===== config.mk =====
export PLATFORM = sky130hd
export DESIGN_NAME = pc_sequencer
export DESIGN_NICKNAME = d
export VERILOG_FILES = /design/src/rtl/pc_sequencer.sv
export SDC_FILE = /design/constraint.sdc
export NUM_CORES = 1
export LEC_CHECK = 0
export ABC_AREA = 0
export ABC_CLOCK_PERIOD_IN_PS = 4300
export CELL_PAD_IN_SITES_DETAIL_PLACEMENT = 0
export CELL_PAD_IN_SITES_GLOBAL_PLACEMENT = 1
export CORE_ASPECT_RATIO = 1.2
export CORE_MARGIN = 1
export CORE_UTILIZATION = 39
export CTS_BUF_LIST = sky130_fd_sc_hd__clkbuf_8
export DETAILED_ROUTE_END_ITERATION = 10
export PLACE_DENSITY_LB_ADDON = 0.1
export REMOVE_ABC_BUFFERS = 1
export SYNTH_ARGS = -nofsm -noshare
export SYNTH_HDL_FRONTEND = slang
export SYNTH_SLANG_ARGS = --single-unit

===== constraint.sdc =====
create_clock -name clk -period 4.3 [get_ports clk]
set_input_delay 0.86 -clock clk [delete_from_list [all_inputs] [get_ports clk]]
set_output_delay 0.86 -clock clk [all_outputs]
set_load 0.1 [all_outputs]

===== src/rtl/pc_sequencer.sv =====
// Program-counter stage: next-PC selection, run-control FSM (BOOT/RUN/HALT/TRAP).
// Optional taken-transfer counter enabled by defining PC_PERF_CNT_EN.
module pc_sequencer #(
  parameter logic [31:0] RESET_VECTOR = 32'h0000_0000,
  parameter logic [31:0] TRAP_VECTOR  = 32'h0000_0100
) (
  input  logic        clk,
  input  logic        reset,
  input  logic        stall,
  input  logic        branchvalid,
  input  logic        jump,
  input  logic        jalr,
  input  logic        halt_req,
  input  logic [31:0] imm,
  input  logic [31:0] rs1_data,
  output logic [31:0] pc,
  output logic [31:0] pc_plus4,
  output logic        redirect,
  output logic        trap,
  output logic [31:0] bad_addr,
  output logic        halted,
  output logic [31:0] taken_cnt
);

  typedef enum logic [1:0] {BOOT, RUN, HALT, TRAP} state_t;

  state_t      state_reg;
  logic [31:0] pc_reg;
  logic [31:0] bad_addr_reg;
  logic        redirect_reg;
  logic        trap_reg;
  logic        halted_reg;

  logic [31:0] target_next;
  logic        take_next;
  logic        misaligned_next;
  logic        commit_next;

  assign pc_plus4 = pc_reg + 32'd4;

  // jalr > jump > branchvalid; the sequential path never reaches the alignment check.
  always_comb begin
    target_next = pc_reg + imm;
    take_next   = 1'b0;
    if (jalr) begin
      target_next = (rs1_data + imm) & ~32'h1;
      take_next   = 1'b1;
    end else if (jump || branchvalid) begin
      target_next = pc_reg + imm;
      take_next   = 1'b1;
    end
  end

  assign misaligned_next = take_next && (target_next[1:0] != 2'b00);
  assign commit_next     = (state_reg == RUN) && !halt_req && !stall;

  always_ff @(posedge clk or posedge reset) begin
    if (reset) begin
      state_reg    <= BOOT;
      pc_reg       <= RESET_VECTOR;
      bad_addr_reg <= 32'h0;
      redirect_reg <= 1'b0;
      trap_reg     <= 1'b0;
      halted_reg   <= 1'b0;
    end else begin
      redirect_reg <= 1'b0;
      trap_reg     <= 1'b0;
      case (state_reg)
        BOOT: state_reg <= RUN;
        RUN: begin
          if (halt_req) begin
            state_reg  <= HALT;
            halted_reg <= 1'b1;
          end else if (!stall) begin
            if (misaligned_next) begin
              pc_reg       <= TRAP_VECTOR;
              bad_addr_reg <= target_next;
              trap_reg     <= 1'b1;
              state_reg    <= TRAP;
            end else if (take_next) begin
              pc_reg       <= target_next;
              redirect_reg <= 1'b1;
            end else begin
              pc_reg <= pc_plus4;
            end
          end
        end
        TRAP: state_reg <= RUN;
        HALT: state_reg <= HALT;
        default: state_reg <= BOOT;
      endcase
    end
  end

`ifdef PC_PERF_CNT_EN
  logic [31:0] taken_cnt_reg;

  always_ff @(posedge clk or posedge reset) begin
    if (reset) begin
      taken_cnt_reg <= 32'h0;
    end else if (commit_next && take_next && !misaligned_next) begin
      taken_cnt_reg <= taken_cnt_reg + 32'd1;
    end
  end

  assign taken_cnt = taken_cnt_reg;
`else
  assign taken_cnt = 32'h0;
`endif

  assign pc       = pc_reg;
  assign bad_addr = bad_addr_reg;
  assign redirect = redirect_reg;
  assign trap     = trap_reg;
  assign halted   = halted_reg;

endmodule


==> impl_results.html, run 1 <==
<table>
<tr><th>Metric</th><th>Value</th></tr>
<tr><th colspan="2">Detailed routing</th></tr>
<tr><td>Post-detailed-route via-to-cell ratio</td><td>between 5 and 6</td></tr>
<tr><td>Number of nets with antenna violations after detailed routing</td><td>0</td></tr>
<tr><td>TritonRoute pass-1 iters</td><td>7</td></tr>
<tr><td>Vias</td><td>7882</td></tr>
<tr><td>Total length of routed wires</td><td>between 20000 and 30000 um</td></tr>
<tr><td>Post-route DRC violation count</td><td>0</td></tr>
<tr><td>Detailed router's first-iteration violation count</td><td>396</td></tr>
<tr><td>Wire length per cell after detailed routing</td><td>slightly below 20 um</td></tr>
<tr><th colspan="2">Worst setup path</th></tr>
<tr><td>Data arrival time of the worst path</td><td>about 3.2 ns</td></tr>
<tr><td>Worst reg-to-reg setup slack</td><td>1.01 ns</td></tr>
<tr><td>Critical path class</td><td>reg -&gt; out</td></tr>
<tr><td>Startpoint class of the critical path</td><td>register</td></tr>
<tr><td>Required time at the endpoint of the critical path</td><td>3.44 ns</td></tr>
<tr><td>Maximum fanout encountered on the critical timing path</td><td>6</td></tr>
<tr><td>CP endpoint kind</td><td>output pin</td></tr>
<tr><th colspan="2">Timing</th></tr>
<tr><td>Worst clock skew</td><td>0.0170 ns</td></tr>
<tr><td>Actual slew at the worst max-slew pin</td><td>roughly 0.99 ns</td></tr>
<tr><td>Hold Violations, Final</td><td>0</td></tr>
<tr><td>Final max-slew violation count</td><td>0</td></tr>
<tr><td>Post-route fraction of the period consumed by the critical path</td><td>between 90% and 100%</td></tr>
<tr><td>Total negative setup slack</td><td>0 ns</td></tr>
<tr><td>Minimum period implied by the final worst setup slack</td><td>4.08 ns</td></tr>
<tr><td>Final Worst Setup Slack</td><td>roughly 0.22 ns</td></tr>
<tr><td>RSZ-0062 raised after global routing</td><td>no</td></tr>
<tr><td>Final setup violation count</td><td>0</td></tr>
<tr><td>Fmax</td><td>0.245 GHz</td></tr>
<tr><td>Worst-case headroom to the max-slew limit</td><td>33.5%</td></tr>
<tr><th colspan="2">Power</th></tr>
<tr><td>Peak VDD IR</td><td>approximately 0.11 mV</td></tr>
<tr><td>Static power due to leakage</td><td>around 0.0043 uW</td></tr>
<tr><td>Total power</td><td>2020 uW</td></tr>
<tr><td>Total power per unit cell area</td><td>209 nW/um^2</td></tr>
<tr><th colspan="2">Cells and area</th></tr>
<tr><td>Share of final-layout standard cells stronger than drive strength 1</td><td>9.00%</td></tr>
<tr><td>Area growth, synth to finish</td><td>29.7%</td></tr>
<tr><td>Count of antenna diodes in the layout</td><td>0</td></tr>
<tr><td>Nets</td><td>1287</td></tr>
<tr><td>Post-Layout Cell Count</td><td>roughly 1400</td></tr>
<tr><th colspan="2">Yosys</th></tr>
<tr><td>Top cells by count, synth</td><td>109 x sky130_fd_sc_hd__nand2_1, 91 x sky130_fd_sc_hd__a21oi_1, 88 x sky130_fd_sc_hd__nor2_1, 86 x sky130_fd_sc_hd__o21ai_0, 69 x sky130_fd_sc_hd__dfrtp_1</td></tr>
<tr><td>Biggest area contributors in the synthesized netlist</td><td>sky130_fd_sc_hd__dfrtp_1 23%, sky130_fd_sc_hd__ha_1 11%, sky130_fd_sc_hd__a21oi_1 6.1%, sky130_fd_sc_hd__o21ai_0 5.8%, sky130_fd_sc_hd__nand2_1 5.5%</td></tr>
<tr><td>Post-synth EDFFs</td><td>0</td></tr>
<tr><td>Main synth FF type</td><td>sky130_fd_sc_hd__dfrtp_1</td></tr>
<tr><td>Synth warnings</td><td>0</td></tr>
<tr><td>Fraction of synthesized cell area taken by the top area cell type</td><td>~23%</td></tr>
<tr><td>Cell type contributing the most total cell area after synthesis</td><td>sky130_fd_sc_hd__dfrtp_1</td></tr>
<tr><td>Async set-reset flop share out of synthesis</td><td>100%</td></tr>
<tr><td>Synthesized instance count</td><td>973</td></tr>
<tr><td>Sequential element share of the synthesized area</td><td>23.2%</td></tr>
<tr><td>Mapped Area</td><td>roughly 7500 sq um</td></tr>
<tr><td>Post-Synthesis Mean Instance Area</td><td>~7.7 sq um</td></tr>
<tr><td>Number of different library cells in the post-synthesis netlist</td><td>74</td></tr>
<tr><td>Most frequent cell after synthesis</td><td>sky130_fd_sc_hd__nand2_1</td></tr>
<tr><td>Post-synthesis register bit count</td><td>69</td></tr>
<tr><th colspan="2">GRT</th></tr>
<tr><td>Maximum number of pins on one net before global-route repair</td><td>37</td></tr>
<tr><td>Wire length of the first global-routing pass</td><td>42500 um</td></tr>
<tr><td>Congestion Overflow GR</td><td>0</td></tr>
<tr><td>Vias in the first global route</td><td>7660</td></tr>
<tr><td>Total track usage</td><td>28.6%</td></tr>
<tr><td>Antenna violations before repair</td><td>0</td></tr>
<tr><th colspan="2">Clock network</th></tr>
<tr><td>Number of CTS-inserted buffers</td><td>9</td></tr>
<tr><td>TritonCTS clock tree</td><td>yes</td></tr>
<tr><td>Clock Tree Buf Depth</td><td>2</td></tr>
<tr><td>H-tree levels</td><td>3</td></tr>
<tr><td>Post CTS Setup Buffer Count</td><td>0</td></tr>
<tr><td>Clk sinks</td><td>69</td></tr>
<tr><td>Library cell used as clock root buffer</td><td>sky130_fd_sc_hd__clkbuf_8</td></tr>
<tr><td>Clock-pin slew reported for the worst setup and hold paths after clock tree synthesis</td><td>around 0.080 ns</td></tr>
<tr><td>Later-pin clock latency in the skew report</td><td>0.39 ns</td></tr>
<tr><th colspan="2">Placed design</th></tr>
<tr><td># port buffers</td><td>roughly 170</td></tr>
<tr><td>Estimated wirelength of the detail-placed design</td><td>22000 um</td></tr>
<tr><td>Routability congestion estimate from global placement</td><td>0.939</td></tr>
<tr><td>Place WS</td><td>0.0901 ns</td></tr>
<tr><td>Instance count after placement with tap cells included</td><td>roughly 1400</td></tr>
<tr><th colspan="2">Die</th></tr>
<tr><td>Initial core utilization</td><td>39.7%</td></tr>
<tr><td>I/O pins</td><td>202</td></tr>
<tr><td>Total Die Area</td><td>19700 sq um</td></tr>
<tr><td>Core Area</td><td>about 19000 sq um</td></tr>
<tr><td>Core Rows</td><td>between 50 and 60</td></tr>
<tr><td>Horizontal die dimension</td><td>128 um</td></tr>
<tr><td>Overall die height</td><td>153 um</td></tr>
<tr><th colspan="2">Job</th></tr>
<tr><td>Number of violations of the max-capacitance limit</td><td>0</td></tr>
<tr><th colspan="2">Run status</th></tr>
<tr><td>Outcome</td><td>complete, no violations</td></tr>
<tr><th colspan="2">Min path</th></tr>
<tr><td>Kind of path behind the tightest hold check</td><td>reg -&gt; reg</td></tr>
</table>
critical path, cell delays in order, from the launching register on:
cell and delay [ns]:
sky130_fd_sc_hd__dfrtp_1 0.48, sky130_fd_sc_hd__ha_1 0.31, sky130_fd_sc_hd__and3_1 0.23, sky130_fd_sc_hd__and3_1 0.21, sky130_fd_sc_hd__and4_1 0.31, sky130_fd_sc_hd__nand3_1 0.27
sky130_fd_sc_hd__nor2_1 0.24, sky130_fd_sc_hd__and4_1 0.31, sky130_fd_sc_hd__xor2_1 0.26, sky130_fd_sc_hd__buf_12 0.21
through the flow:
stage	hold slack, ns	cell area [sq um]	util [%]
CTS	0.484	9670	51.5
floorplan	0.496	7150	-
global placement	0.439	9450	50.3
finish	0.474	9670	51.5
global route	0.516	9670	51.5
detailed placement	0.464	9450	50.3
logic make-up (layout without fill, tap and decap cells):
family	count (synthesis)	in the layout	share of synthesized area, %
AOI/OAI and AO/OA	319	319	27.1
other	1	32	0.0503
adders and majority gates	65	65	11.1
buffers and inverters	105	257	7.21
muxes	11	11	1.53
xor gates and xnor gates	72	72	8.64
DFF	69	69	23.2
and+or+nand+nor	331	331	21.2
area by class of cell:
class / count / area, sq um
Clock buffer: 9 / 124
Clock inverter: 7 / 98.8
Fill cell: 1906 / 9120
Inverter: 31 / 116
Multi-Input combinational cell: 830 / 5320
Sequential cell: 69 / 1730
Tap cell: 256 / 320
Timing Repair Buffer: 210 / 1960
worst paths after layout:
kind                       startpoint           end  depth (start not counted)
max reg2reg                     pc[0]  bad_addr[24]                         12
max in group asynchronous       reset         pc[2]                          3
min                            halted        halted                          1
min in group asynchronous       reset  bad_addr[31]                          2
max                             pc[3]  pc_plus4[18]                          9
min reg2reg                    halted        halted                          1
metal layers:
layer | wire [um] | track usage, % | share of wire [%] | vias up
li1 | - | - | - | 3848
met1 | 11900 | 35.2 | 43 | 3726
met2 | 13800 | 49.6 | 50 | 255
met3 | 1160 | 3.08 | 4.2 | 53
met4 | 995 | 12.8 | 3.6 | 0
met5 | 0 | 0 | 0 | -
layout by cell type, fill, tap and decap left out, drive strengths merged, types with 5 or more instances in the layout:
master and count:
a211oi 8, a21boi 5, a21o 29, a21oi 92
a221oi 9, a22o 7, a22oi 5, a31oi 14
and2 8, and3 13, buf 69, clkbuf 9
clkdlybuf4s50 141, conb 32, dfrtp 69, ha 63
inv 32, mux2i 8, nand2 109, nand2b 9
nand3 29, nand4 16, nor2 88, nor2b 9
nor3 14, nor3b 6, nor4 9, o211ai 8
o21a 7, o21ai 89, o22ai 5, or3 8
xnor2 44, xor2 27
where the power goes:
| part | internal [uW] | leakage, uW | switching, uW | total, uW |
|---|---|---|---|---|
| combinational | 262 | 0.00328 | 474 | 735 |
| sequential | 648 | 0.000926 | 0 | 648 |
| clock | 330 | 0.000110 | 309 | 639 |
| total | 1240 | 0.00431 | 783 | 2020 |
repair_timing:
action | in CTS | in global routing
resized for setup | 0 | 1
hold endpoints to repair | 0 | 0
hold buffers | 0 | 0
setup endpoints to repair | 0 | 2
Power figures use the tool's default switching activity.
==> run 2: changes to the inputs <==
- CTS_CLUSTER_DIAMETER: default -> 120
- PLACE_DENSITY_LB_ADDON: 0.1 -> 0.25
==> run 2 against run 1 <==
Clock power increased by 2%; first-iteration DRC count increased by 14%; critical endpoint unchanged; largest cell class unchanged; final cell count decreased by 0.28%; largest power group unchanged; highest routed layer unchanged.
==> impl_results.html, run 2 (same netlist as run 1, synthesis figures left out) <==
<table>
<tr><th>Metric</th><th>Value</th></tr>
<tr><th colspan="2">Detailed routing</th></tr>
<tr><td>Post-detailed-route via-to-cell ratio</td><td>5.71 (+2.4%)</td></tr>
<tr><td>Post-route DRC violation count</td><td>0 (unchanged)</td></tr>
<tr><td>Number of nets with antenna violations after detailed routing</td><td>0 (unchanged)</td></tr>
<tr><td>Total length of routed wires</td><td>28700 um (+3.2%)</td></tr>
<tr><td>Vias</td><td>8046 (+2.1%)</td></tr>
<tr><td>Detailed router's first-iteration violation count</td><td>450 (+14%)</td></tr>
<tr><td>Wire length per cell after detailed routing</td><td>20.4 um (+3.5%)</td></tr>
<tr><td>TritonRoute pass-1 iters</td><td>4 (-3)</td></tr>
<tr><th colspan="2">Cells and area</th></tr>
<tr><td>Post-route cell area</td><td>9650 sq um (-0.19%)</td></tr>
<tr><td>Leading cell type in the layout, fill and taps excluded</td><td>sky130_fd_sc_hd__clkdlybuf4s50_1</td></tr>
<tr><td>Count of antenna diodes in the layout</td><td>0 (unchanged)</td></tr>
<tr><td>Nets</td><td>1283 (-0.31%)</td></tr>
<tr><td>Highest-count cells in the layout ignoring fill and taps</td><td>141 x sky130_fd_sc_hd__clkdlybuf4s50_1, 109 x sky130_fd_sc_hd__nand2_1, 91 x sky130_fd_sc_hd__a21oi_1, 88 x sky130_fd_sc_hd__nor2_1, 86 x sky130_fd_sc_hd__o21ai_0</td></tr>
<tr><td>Area growth, synth to finish</td><td>29.4%</td></tr>
<tr><td>Share of final-layout standard cells stronger than drive strength 1</td><td>8.59% (-0.40 points)</td></tr>
<tr><th colspan="2">Run status</th></tr>
<tr><td>Outcome</td><td>complete, no violations</td></tr>
<tr><th colspan="2">Die</th></tr>
<tr><td>I/O pins</td><td>202 (unchanged)</td></tr>
<tr><td>Core Rows</td><td>55 (unchanged)</td></tr>
<tr><td>Horizontal die dimension</td><td>128 um (unchanged)</td></tr>
<tr><td>Total Die Area</td><td>19700 sq um (unchanged)</td></tr>
<tr><td>Core Area</td><td>18800 sq um (unchanged)</td></tr>
<tr><td>Initial core utilization</td><td>39.7% (unchanged)</td></tr>
<tr><td>Overall die height</td><td>153 um (unchanged)</td></tr>
<tr><th colspan="2">Clock network</th></tr>
<tr><td>Library cell used as clock root buffer</td><td>sky130_fd_sc_hd__clkbuf_8</td></tr>
<tr><td>Post CTS Setup Buffer Count</td><td>0 (unchanged)</td></tr>
<tr><td>Number of gates given a new drive strength after cts</td><td>0 (unchanged)</td></tr>
<tr><td>H-tree levels</td><td>3 (unchanged)</td></tr>
<tr><td>Clk sinks</td><td>69 (unchanged)</td></tr>
<tr><td>Later-pin clock latency in the skew report</td><td>0.38 ns (about the same)</td></tr>
<tr><td>Clock-pin slew reported for the worst setup and hold paths after clock tree synthesis</td><td>0.09 ns (about the same)</td></tr>
<tr><td>Number of CTS-inserted buffers</td><td>9 (unchanged)</td></tr>
<tr><td>Clock Tree Buf Depth</td><td>2 (unchanged)</td></tr>
<tr><td>TritonCTS clock tree</td><td>yes</td></tr>
<tr><td>Hold-fix buffers at CTS</td><td>0 (unchanged)</td></tr>
<tr><th colspan="2">Worst setup path</th></tr>
<tr><td>Launch instance of the worst register-to-register path</td><td>pc[15]</td></tr>
<tr><td>End of the worst register-to-register path</td><td>pc[31]</td></tr>
<tr><td>Data arrival time of the worst path</td><td>3.21 ns (about the same)</td></tr>
<tr><td>Critical path class</td><td>reg -&gt; out</td></tr>
<tr><td>Required time at the endpoint of the critical path</td><td>3.44 ns (about the same)</td></tr>
<tr><td>Launching instance or port of the critical path</td><td>pc[2]</td></tr>
<tr><td>Worst reg-to-reg setup slack</td><td>0.96 ns (-0.05 ns)</td></tr>
<tr><td>Maximum fanout encountered on the critical timing path</td><td>8 (+2)</td></tr>
<tr><td>Number of cell instances on the worst register-to-register path</td><td>10 (-2)</td></tr>
<tr><td>CP endpoint kind</td><td>output pin</td></tr>
<tr><td>Startpoint class of the critical path</td><td>register</td></tr>
<tr><td>End point of the critical path</td><td>pc_plus4[18]</td></tr>
<tr><th colspan="2">Power</th></tr>
<tr><td>Total power per unit cell area</td><td>210 nW/um^2 (+0.43%)</td></tr>
<tr><td>Peak VDD IR</td><td>0.166 mV (+56%)</td></tr>
<tr><td>Total power</td><td>2030 uW (+0.23%)</td></tr>
<tr><td>Static power due to leakage</td><td>0.00430 uW (-0.30%)</td></tr>
<tr><th colspan="2">Placed design</th></tr>
<tr><td>Estimated wirelength of the detail-placed design</td><td>22700 um (+3.2%)</td></tr>
<tr><td>Placed standard-cell area</td><td>9430 sq um (-0.19%)</td></tr>
<tr><td>Routability congestion estimate from global placement</td><td>0.946 (+0.77%)</td></tr>
<tr><td># port buffers</td><td>169 (unchanged)</td></tr>
<tr><th colspan="2">GRT</th></tr>
<tr><td>Global Route met1 Usage</td><td>34.4% (-0.72 points)</td></tr>
<tr><td>Layer carrying the most global-route usage</td><td>met2</td></tr>
<tr><td>Congestion Overflow GR</td><td>0 (unchanged)</td></tr>
<tr><td>Wire length of the first global-routing pass</td><td>43900 um (+3.3%)</td></tr>
<tr><td>Total track usage</td><td>29.5% (+0.92 points)</td></tr>
<tr><td>Met3 Resource Use GR</td><td>4.24% (+1.2 points)</td></tr>
<tr><td>Met2 Resource Use GR</td><td>52.9% (+3.2 points)</td></tr>
<tr><td>Antenna violations before repair</td><td>0 (unchanged)</td></tr>
<tr><td>Vias in the first global route</td><td>7880 (+2.9%)</td></tr>
<tr><td>Maximum number of pins on one net before global-route repair</td><td>37 (unchanged)</td></tr>
<tr><th colspan="2">Timing</th></tr>
<tr><td>Worst clock skew</td><td>0.0123 ns (-0.00475 ns)</td></tr>
<tr><td>Post-route fraction of the period consumed by the critical path</td><td>94.6% (-0.20 points)</td></tr>
<tr><td>Fmax</td><td>0.246 GHz (+0.21%)</td></tr>
<tr><td>RSZ-0062 raised after global routing</td><td>no</td></tr>
<tr><td>Actual slew at the worst max-slew pin</td><td>1.02 ns (+0.0281 ns)</td></tr>
<tr><td>Worst-case headroom to the max-slew limit</td><td>31.6% (-1.9 points)</td></tr>
<tr><td>Hold Violations, Final</td><td>0 (unchanged)</td></tr>
<tr><td>Final setup violation count</td><td>0 (unchanged)</td></tr>
<tr><td>Final max-slew violation count</td><td>0 (unchanged)</td></tr>
<tr><td>Minimum period implied by the final worst setup slack</td><td>4.07 ns (-0.00840 ns)</td></tr>
<tr><th colspan="2">Min path</th></tr>
<tr><td>Worst Hold Depth</td><td>1 (unchanged)</td></tr>
<tr><td>Kind of path behind the tightest hold check</td><td>reg -&gt; reg</td></tr>
<tr><th colspan="2">Job</th></tr>
<tr><td>Number of violations of the max-capacitance limit</td><td>0 (unchanged)</td></tr>
</table>
[run 2: cell type report]
cell class	count	area, sq um
clock buffers	9	124
clock inverters	7	98.8
fillers	1885	9140
inverters	31	116
multi-input cells	830	5320
flip-flops and latches	69	1730
well taps	256	320
repair buffers	206	1950
[run 2: metal layers]
metal	wire, um	vias to the layer above
met4	1130	0
met5	0	-
met1	11500	3847
met2	14500	299
met3	1540	63
li1	-	3837
[run 2: worst min-delay path by stage]
stage,start,endpoint,slack [ns]
6_report,halted,halted,0.46
2_1_floorplan,state_reg[1],state_reg[1],0.50
4_1_cts,halted,halted,0.47
3_3_place_gp,halted,halted,0.44
5_1_grt,halted,halted,0.50
3_5_place_dp,halted,halted,0.45
[run 2: stage by stage]
| stage | util [%] | worst slack, ns | instances | setup TNS, ns | hold slack, ns |
|---|---|---|---|---|---|
| after detailed placement | 50.2 | 0.112 | 1392 | 0 | 0.451 |
| after global placement | 50.2 | 0.182 | 1392 | 0 | 0.444 |
| final | 51.4 | 0.232 | 1408 | 0 | 0.464 |
| after CTS | 51.4 | 0.202 | 1408 | 0 | 0.471 |
| after floorplan | - | -0.688 | 930 | -5.83 | 0.496 |
| after global routing | 51.4 | 0.0830 | 1408 | 0 | 0.501 |
[run 2: worst max-delay path, stage by stage (launching register included)]
cell and delay (ns):
sky130_fd_sc_hd__dfrtp_1 0.53, sky130_fd_sc_hd__ha_1 0.25, sky130_fd_sc_hd__and3_1 0.21, sky130_fd_sc_hd__and3_1 0.22, sky130_fd_sc_hd__and4_1 0.32, sky130_fd_sc_hd__nand3_1 0.27
sky130_fd_sc_hd__nor2_1 0.25, sky130_fd_sc_hd__and4_1 0.30, sky130_fd_sc_hd__xor2_1 0.27, sky130_fd_sc_hd__buf_12 0.21
[run 2: power by group]
part | internal, uW | switching, uW
Sequential | 648 | 0
Combinational | 254 | 475
Clock | 330 | 320
Total | 1230 | 795
